$ cat src/rtl/obi_initiator_if.sv
// OBI request and response channel bundles for a memory initiator.
// On the response channel the receiving side is the "slave" modport.
interface obi_req_if;
  logic        req;
  logic        gnt;
  logic        we;
  logic [3:0]  be;
  logic [31:0] addr;
  logic [31:0] wdata;

  modport master (output req, we, be, addr, wdata, input gnt);
  modport slave  (input req, we, be, addr, wdata, output gnt);
endinterface

interface obi_rsp_if;
  logic        rvalid;
  logic [31:0] rdata;

  modport master (output rvalid, rdata);
  modport slave  (input rvalid, rdata);
endinterface

$ cat src/rtl/obi_initiator.sv
// OBI initiator: issues one upstream command at a time onto the bus and returns
// responses in order through a credit-limited response FIFO.
module obi_initiator #(
  parameter int unsigned MAX_OUTSTANDING = 2
) (
  input  logic              clk_i,
  input  logic              rst_ni,
  input  logic              cmd_valid_i,
  output logic              cmd_ready_o,
  input  logic              cmd_we_i,
  input  logic [31:0]       cmd_addr_i,
  input  logic [3:0]        cmd_be_i,
  input  logic [31:0]       cmd_wdata_i,
  output logic              rsp_valid_o,
  input  logic              rsp_ready_i,
  output logic [31:0]       rsp_rdata_o,
  output logic              rsp_we_o,
  output logic              err_o,
  obi_req_if.master         mem_req,
  obi_rsp_if.slave          mem_rsp
);

  localparam int unsigned CW = $clog2(MAX_OUTSTANDING + 1);
  localparam int unsigned PW = (MAX_OUTSTANDING > 1) ? $clog2(MAX_OUTSTANDING) : 1;

  typedef logic [CW-1:0] cnt_t;
  typedef logic [PW-1:0] ptr_t;
  typedef enum logic {IDLE, REQ} state_e;

  // Pointers wrap explicitly because the depth need not be a power of two.
  function automatic ptr_t ptr_inc(input ptr_t p);
    if (p == ptr_t'(MAX_OUTSTANDING - 1)) return '0;
    return p + ptr_t'(1);
  endfunction

  state_e                          state_q, state_d;
  logic                            cmd_we_q, cmd_we_d;
  logic [31:0]                     cmd_addr_q, cmd_addr_d;
  logic [3:0]                      cmd_be_q, cmd_be_d;
  logic [31:0]                     cmd_wdata_q, cmd_wdata_d;
  cnt_t                            count_q, count_d;
  logic                            err_q, err_d;

  logic [MAX_OUTSTANDING-1:0]      we_fifo_q, we_fifo_d;
  ptr_t                            we_wptr_q, we_wptr_d;
  ptr_t                            we_rptr_q, we_rptr_d;
  cnt_t                            we_cnt_q, we_cnt_d;

  logic [MAX_OUTSTANDING-1:0][31:0] rsp_data_q, rsp_data_d;
  logic [MAX_OUTSTANDING-1:0]      rsp_we_q, rsp_we_d;
  ptr_t                            rsp_wptr_q, rsp_wptr_d;
  ptr_t                            rsp_rptr_q, rsp_rptr_d;
  cnt_t                            rsp_cnt_q, rsp_cnt_d;

  logic cmd_ready;
  logic req;
  logic granted;
  logic rsp_push;
  logic rsp_pop;

  always_comb begin
    state_d     = state_q;
    cmd_we_d    = cmd_we_q;
    cmd_addr_d  = cmd_addr_q;
    cmd_be_d    = cmd_be_q;
    cmd_wdata_d = cmd_wdata_q;
    count_d     = count_q;
    err_d       = err_q;
    we_fifo_d   = we_fifo_q;
    we_wptr_d   = we_wptr_q;
    we_rptr_d   = we_rptr_q;
    we_cnt_d    = we_cnt_q;
    rsp_data_d  = rsp_data_q;
    rsp_we_d    = rsp_we_q;
    rsp_wptr_d  = rsp_wptr_q;
    rsp_rptr_d  = rsp_rptr_q;
    rsp_cnt_d   = rsp_cnt_q;
    cmd_ready   = 1'b0;
    req         = 1'b0;
    granted     = 1'b0;

    unique case (state_q)
      IDLE: begin
        cmd_ready = (count_q < cnt_t'(MAX_OUTSTANDING));
        if (cmd_valid_i && cmd_ready) begin
          cmd_we_d    = cmd_we_i;
          cmd_addr_d  = cmd_addr_i;
          cmd_be_d    = cmd_be_i;
          cmd_wdata_d = cmd_wdata_i;
          state_d     = REQ;
        end
      end
      REQ: begin
        req = 1'b1;
        if (mem_req.gnt) begin
          granted = 1'b1;
          state_d = IDLE;
        end
      end
    endcase

    // A response with nothing outstanding is dropped and latched as an error.
    rsp_push = mem_rsp.rvalid && (we_cnt_q != '0);
    rsp_pop  = (rsp_cnt_q != '0) && rsp_ready_i;
    if (mem_rsp.rvalid && (we_cnt_q == '0)) err_d = 1'b1;

    if (granted) begin
      we_fifo_d[we_wptr_q] = cmd_we_q;
      we_wptr_d            = ptr_inc(we_wptr_q);
    end
    if (rsp_push) begin
      we_rptr_d              = ptr_inc(we_rptr_q);
      rsp_data_d[rsp_wptr_q] = mem_rsp.rdata;
      rsp_we_d[rsp_wptr_q]   = we_fifo_q[we_rptr_q];
      rsp_wptr_d             = ptr_inc(rsp_wptr_q);
    end
    if (rsp_pop) rsp_rptr_d = ptr_inc(rsp_rptr_q);

    if (granted && !rsp_push)      we_cnt_d = we_cnt_q + cnt_t'(1);
    else if (!granted && rsp_push) we_cnt_d = we_cnt_q - cnt_t'(1);

    if (rsp_push && !rsp_pop)      rsp_cnt_d = rsp_cnt_q + cnt_t'(1);
    else if (!rsp_push && rsp_pop) rsp_cnt_d = rsp_cnt_q - cnt_t'(1);

    if (granted && !rsp_pop)       count_d = count_q + cnt_t'(1);
    else if (!granted && rsp_pop)  count_d = count_q - cnt_t'(1);
  end

  always_ff @(posedge clk_i or negedge rst_ni) begin
    if (!rst_ni) begin
      state_q     <= IDLE;
      cmd_we_q    <= 1'b0;
      cmd_addr_q  <= '0;
      cmd_be_q    <= '0;
      cmd_wdata_q <= '0;
      count_q     <= '0;
      err_q       <= 1'b0;
      we_fifo_q   <= '0;
      we_wptr_q   <= '0;
      we_rptr_q   <= '0;
      we_cnt_q    <= '0;
      rsp_data_q  <= '0;
      rsp_we_q    <= '0;
      rsp_wptr_q  <= '0;
      rsp_rptr_q  <= '0;
      rsp_cnt_q   <= '0;
    end else begin
      state_q     <= state_d;
      cmd_we_q    <= cmd_we_d;
      cmd_addr_q  <= cmd_addr_d;
      cmd_be_q    <= cmd_be_d;
      cmd_wdata_q <= cmd_wdata_d;
      count_q     <= count_d;
      err_q       <= err_d;
      we_fifo_q   <= we_fifo_d;
      we_wptr_q   <= we_wptr_d;
      we_rptr_q   <= we_rptr_d;
      we_cnt_q    <= we_cnt_d;
      rsp_data_q  <= rsp_data_d;
      rsp_we_q    <= rsp_we_d;
      rsp_wptr_q  <= rsp_wptr_d;
      rsp_rptr_q  <= rsp_rptr_d;
      rsp_cnt_q   <= rsp_cnt_d;
    end
  end

  assign cmd_ready_o   = cmd_ready;
  assign mem_req.req   = req;
  assign mem_req.we    = cmd_we_q;
  assign mem_req.addr  = cmd_addr_q;
  assign mem_req.be    = cmd_be_q;
  assign mem_req.wdata = cmd_wdata_q;
  assign rsp_valid_o   = (rsp_cnt_q != '0);
  assign rsp_rdata_o   = rsp_data_q[rsp_rptr_q];
  assign rsp_we_o      = rsp_we_q[rsp_rptr_q];
  assign err_o         = err_q;

endmodule

$ cat src/flat_wrapper.sv
// flat-port wrapper written by rule: the top's interface ports become plain ports
module obi_initiator_flat 
#(
  parameter int unsigned MAX_OUTSTANDING = 2
)
  (clk_i, rst_ni, cmd_valid_i, cmd_ready_o, cmd_we_i, cmd_addr_i, cmd_be_i, cmd_wdata_i, rsp_valid_o, rsp_ready_i, rsp_rdata_o, rsp_we_o, err_o, mem_req_req, mem_req_we, mem_req_be, mem_req_addr, mem_req_wdata, mem_req_gnt, mem_rsp_rvalid, mem_rsp_rdata);
  obi_req_if mem_req_i ();
  obi_rsp_if mem_rsp_i ();
  input  logic clk_i;
  input  logic rst_ni;
  input  logic cmd_valid_i;
  output logic cmd_ready_o;
  input  logic cmd_we_i;
  input  logic [31:0] cmd_addr_i;
  input  logic [3:0] cmd_be_i;
  input  logic [31:0] cmd_wdata_i;
  output logic rsp_valid_o;
  input  logic rsp_ready_i;
  output logic [31:0] rsp_rdata_o;
  output logic rsp_we_o;
  output logic err_o;
  output wire logic [$bits(mem_req_i.req)-1:0] mem_req_req;
  output wire logic [$bits(mem_req_i.we)-1:0] mem_req_we;
  output wire logic [$bits(mem_req_i.be)-1:0] mem_req_be;
  output wire logic [$bits(mem_req_i.addr)-1:0] mem_req_addr;
  output wire logic [$bits(mem_req_i.wdata)-1:0] mem_req_wdata;
  input wire logic [$bits(mem_req_i.gnt)-1:0] mem_req_gnt;
  input wire logic [$bits(mem_rsp_i.rvalid)-1:0] mem_rsp_rvalid;
  input wire logic [$bits(mem_rsp_i.rdata)-1:0] mem_rsp_rdata;
  assign mem_req_req = mem_req_i.req;
  assign mem_req_we = mem_req_i.we;
  assign mem_req_be = mem_req_i.be;
  assign mem_req_addr = mem_req_i.addr;
  assign mem_req_wdata = mem_req_i.wdata;
  assign mem_req_i.gnt = mem_req_gnt;
  assign mem_rsp_i.rvalid = mem_rsp_rvalid;
  assign mem_rsp_i.rdata = mem_rsp_rdata;
  obi_initiator #(.MAX_OUTSTANDING(MAX_OUTSTANDING)) u_core (.clk_i(clk_i), .rst_ni(rst_ni), .cmd_valid_i(cmd_valid_i), .cmd_ready_o(cmd_ready_o), .cmd_we_i(cmd_we_i), .cmd_addr_i(cmd_addr_i), .cmd_be_i(cmd_be_i), .cmd_wdata_i(cmd_wdata_i), .rsp_valid_o(rsp_valid_o), .rsp_ready_i(rsp_ready_i), .rsp_rdata_o(rsp_rdata_o), .rsp_we_o(rsp_we_o), .err_o(err_o), .mem_req(mem_req_i), .mem_rsp(mem_rsp_i));
endmodule
$ cat config.mk
export PLATFORM = sky130hd
export DESIGN_NAME = obi_initiator_flat
export DESIGN_NICKNAME = d
export VERILOG_FILES = /design/src/rtl/obi_initiator_if.sv /design/src/rtl/obi_initiator.sv /design/src/flat_wrapper.sv
export SDC_FILE = /design/constraint.sdc
export NUM_CORES = 1
export LEC_CHECK = 0
export ABC_AREA = 1
export CAP_MARGIN = 0
export CORE_AREA = 2 2 112 114
export DETAILED_ROUTE_END_ITERATION = 8
export DIE_AREA = 0 0 114 116
export DONT_BUFFER_PORTS = 1
export GPL_TIMING_DRIVEN = 1
export MAX_ROUTING_LAYER = met4
export PLACE_DENSITY = 0.76
export SYNTH_ARGS = -nofsm -noshare
export SYNTH_HDL_FRONTEND = slang
export SYNTH_SLANG_ARGS = --single-unit
export TNS_END_PERCENT = 50
$ cat constraint.sdc
create_clock -name clk_i -period 1.5 [get_ports clk_i]
set_input_delay 0.3 -clock clk_i [delete_from_list [all_inputs] [get_ports clk_i]]
set_output_delay 0.3 -clock clk_i [all_outputs]
set_load 0.1 [all_outputs]
==> metrics.txt <==
status complete, but fails checks; violated checks negative hold slack, negative setup slack; Critical Path RT 1.20 ns; non-filler instance count after layout 957; post-synth top area cell dfrtp_1; Max Fanout on Critical Path 34; worst path cell trace buf_12, nand2_1, o21ai_4, buf_12; core area 0.0119 sq mm; postcts setup bufs 0; die width 114 um; vias in the first global route 5,069; Clock Sinks 149; Synth Warn # 0; worst hold path class primary input to asynchronous set/reset pin; worst skew pair latency 0.41 ns; Worst-path clk slew 0.06 ns; hold slack -0.423 ns; RSZ-0062 raised after global routing true; final worst slack -0.256 ns; async set-reset flop share out of synthesis 100%; period utilisation layout 117%; Detailed Routing Iterations Pass 1 5; Bufs and invs on worst path 2; CP max stage delay 0.40 ns; number of remaining DRC errors 0; htree depth 4; post-synthesis net count 841; IO buf count 0; ant diodes 0; row count 40; family with the most delay on the worst path buffers and inverters; Worst R2R Setup Slack 0.09 ns; CTS tree yes; global route overflow 0; Yosys reg bits 149; max_cap viols 0; DIE AREA 0.0132 sq mm; nets 906; Post-synth EDFFs 0; Final Skew 0.00583 ns; Yosys top cell area share 57.7%; CTS Root Cell clkbuf_16; # IOs 213; top-count cell post-synth nand2_1; Mapped Cells 732; DR vias/cell 5.29; CP most frequent cell buf_12; Area Overhead vs Synth 31.6%; Final Hold Viols 149; # setup viols final 34; global-route usage over all layers 24.0%; RePlAce Congestion 0.814; Slew Viols, Final 0; min Tclk post-route 1.76 ns; cell area after synthesis 0.00647 sq mm; slowest cell on the critical path dfrtp_1; DRT antenna net count 0; wire per inst 15.8 um; Initial DRC Count 405; Max clock buf depth 2; layout cells sized above 1 30.2%; placed cell count 924; Routed WL 15,200 um; Worst Setup End Kind output port; Post-synth top cells 329 x nand2_1, 149 x dfrtp_1, 72 x nand3_1; max_slew headroom 79.2%; fmax 569 MHz; Die H 116 um; WS Path Type flop to output port; cells taking the most area after synthesis dfrtp_1 58%, nand2_1 19%, o21ai_2 6.2%; WP data arrival 1.46 ns; Synth Flop Type dfrtp_1; post-DP HPWL 10,300 um; Hold Buf Count CTS 1; number of buffers created by CTS 17; initial antenna violation count 0; initial core utilization 54.3%; Via Count 5,060; Slew @ Worst Pin 0.312 ns; first-pass GRT wire length 23,800 um; largest net degree at the start of global routing 150; Avg Cell Area, Syn 8.83 sq um; register area share after synthesis 57.7%; crit start category flop; post-synth cell types 25
## path summary, 6_finish.rpt
kind | start | to | depth (start not counted)
min | rst_ni | u_core.rsp_data_q[12] | 0
max | u_core.rsp_rptr_q | rsp_we_o | 4
max in group asynchronous | rst_ni | u_core.rsp_data_q[58] | 0
min reg2reg | u_core.rsp_data_q[45] | u_core.rsp_data_q[45] | 2
max reg2reg | u_core.rsp_cnt_q[0] | u_core.rsp_cnt_q[1] | 6
min in group clk_i | cmd_wdata_i[3] | u_core.mem_req.wdata[3] | 2
## what timing repair did
action	4_1_cts	5_1_grt
endpoints found under the setup margin	36	36
gates resized for setup	31	18
endpoints found under the hold margin	150	149
pin swaps	10	11
## sequential cells by signal, indices dropped and copies added (netlist names), 2 cells and up
name                  cells
u_core.count_q            2
u_core.mem_req.addr      32
u_core.mem_req.be         4
u_core.mem_req.wdata     32
u_core.rsp_cnt_q          2
u_core.rsp_data_q        64
u_core.rsp_we_q           2
u_core.we_cnt_q           2
u_core.we_fifo_q          2
## placed cells by master (no fill, tap or decap), drive strengths merged
cell / n
a21oi: 1
buf: 88
bufinv: 6
clkbuf: 17
clkinv: 6
clkinvlp: 2
dfrtp: 149
dlygate4sd3: 1
ha: 2
inv: 50
nand2: 331
nand3: 72
nand3b: 2
nor2: 5
o21ai: 70
o21bai: 1
or2: 1
xnor2: 2
xor2: 4
## final cells by class
cell class,instances,area (sq um)
flip-flops and latches,149,3730
clock buffers,17,425
fillers,839,3400
clock inverters,15,253
multi-input cells,491,2910
repair buffers,89,821
inverters,49,185
well taps,147,184
## per-stage QoR
step / util, % / setup WS, ns / TNS (ns) / instance area [sq um] / hold WS (ns)
3_5_place_dp: 64.1 / 0.00614 / 0 / 7630 / 0.00752
5_1_grt: 71.4 / -0.316 / -9.69 / 8510 / -0.447
3_3_place_gp: 64.1 / 0.0694 / 0 / 7630 / 0.00777
4_1_cts: 70.8 / -0.280 / -8.57 / 8440 / -0.442
2_1_floorplan: - / -0.0921 / -0.982 / 6920 / 0.00441
6_report: 71.4 / -0.256 / -7.43 / 8510 / -0.423
## cells by family after synthesis
logic type / after synthesis / share of synthesized area [%]
and+or+nand+nor: 411 / 25.8
DFF: 149 / 57.7
buffers and inverters: 92 / 7.10
AOI/OAI and AO/OA: 72 / 8.28
xor gates and xnor gates: 6 / 0.813
adders and majority gates: 2 / 0.387
## metal layers
layer  vias up  global-route usage [%]  routed length (um)
met5         -                       -                   0
met4         0                    9.67                 273
met3        18                    6.90                1030
met2       195                    39.4                7860
met1      2429                    27.9                6000
li1       2418                       -                   -
Power is left out: the tool's default activity adds up to more than one toggle a clock period on the data nets, which glitch-free logic cannot reach.
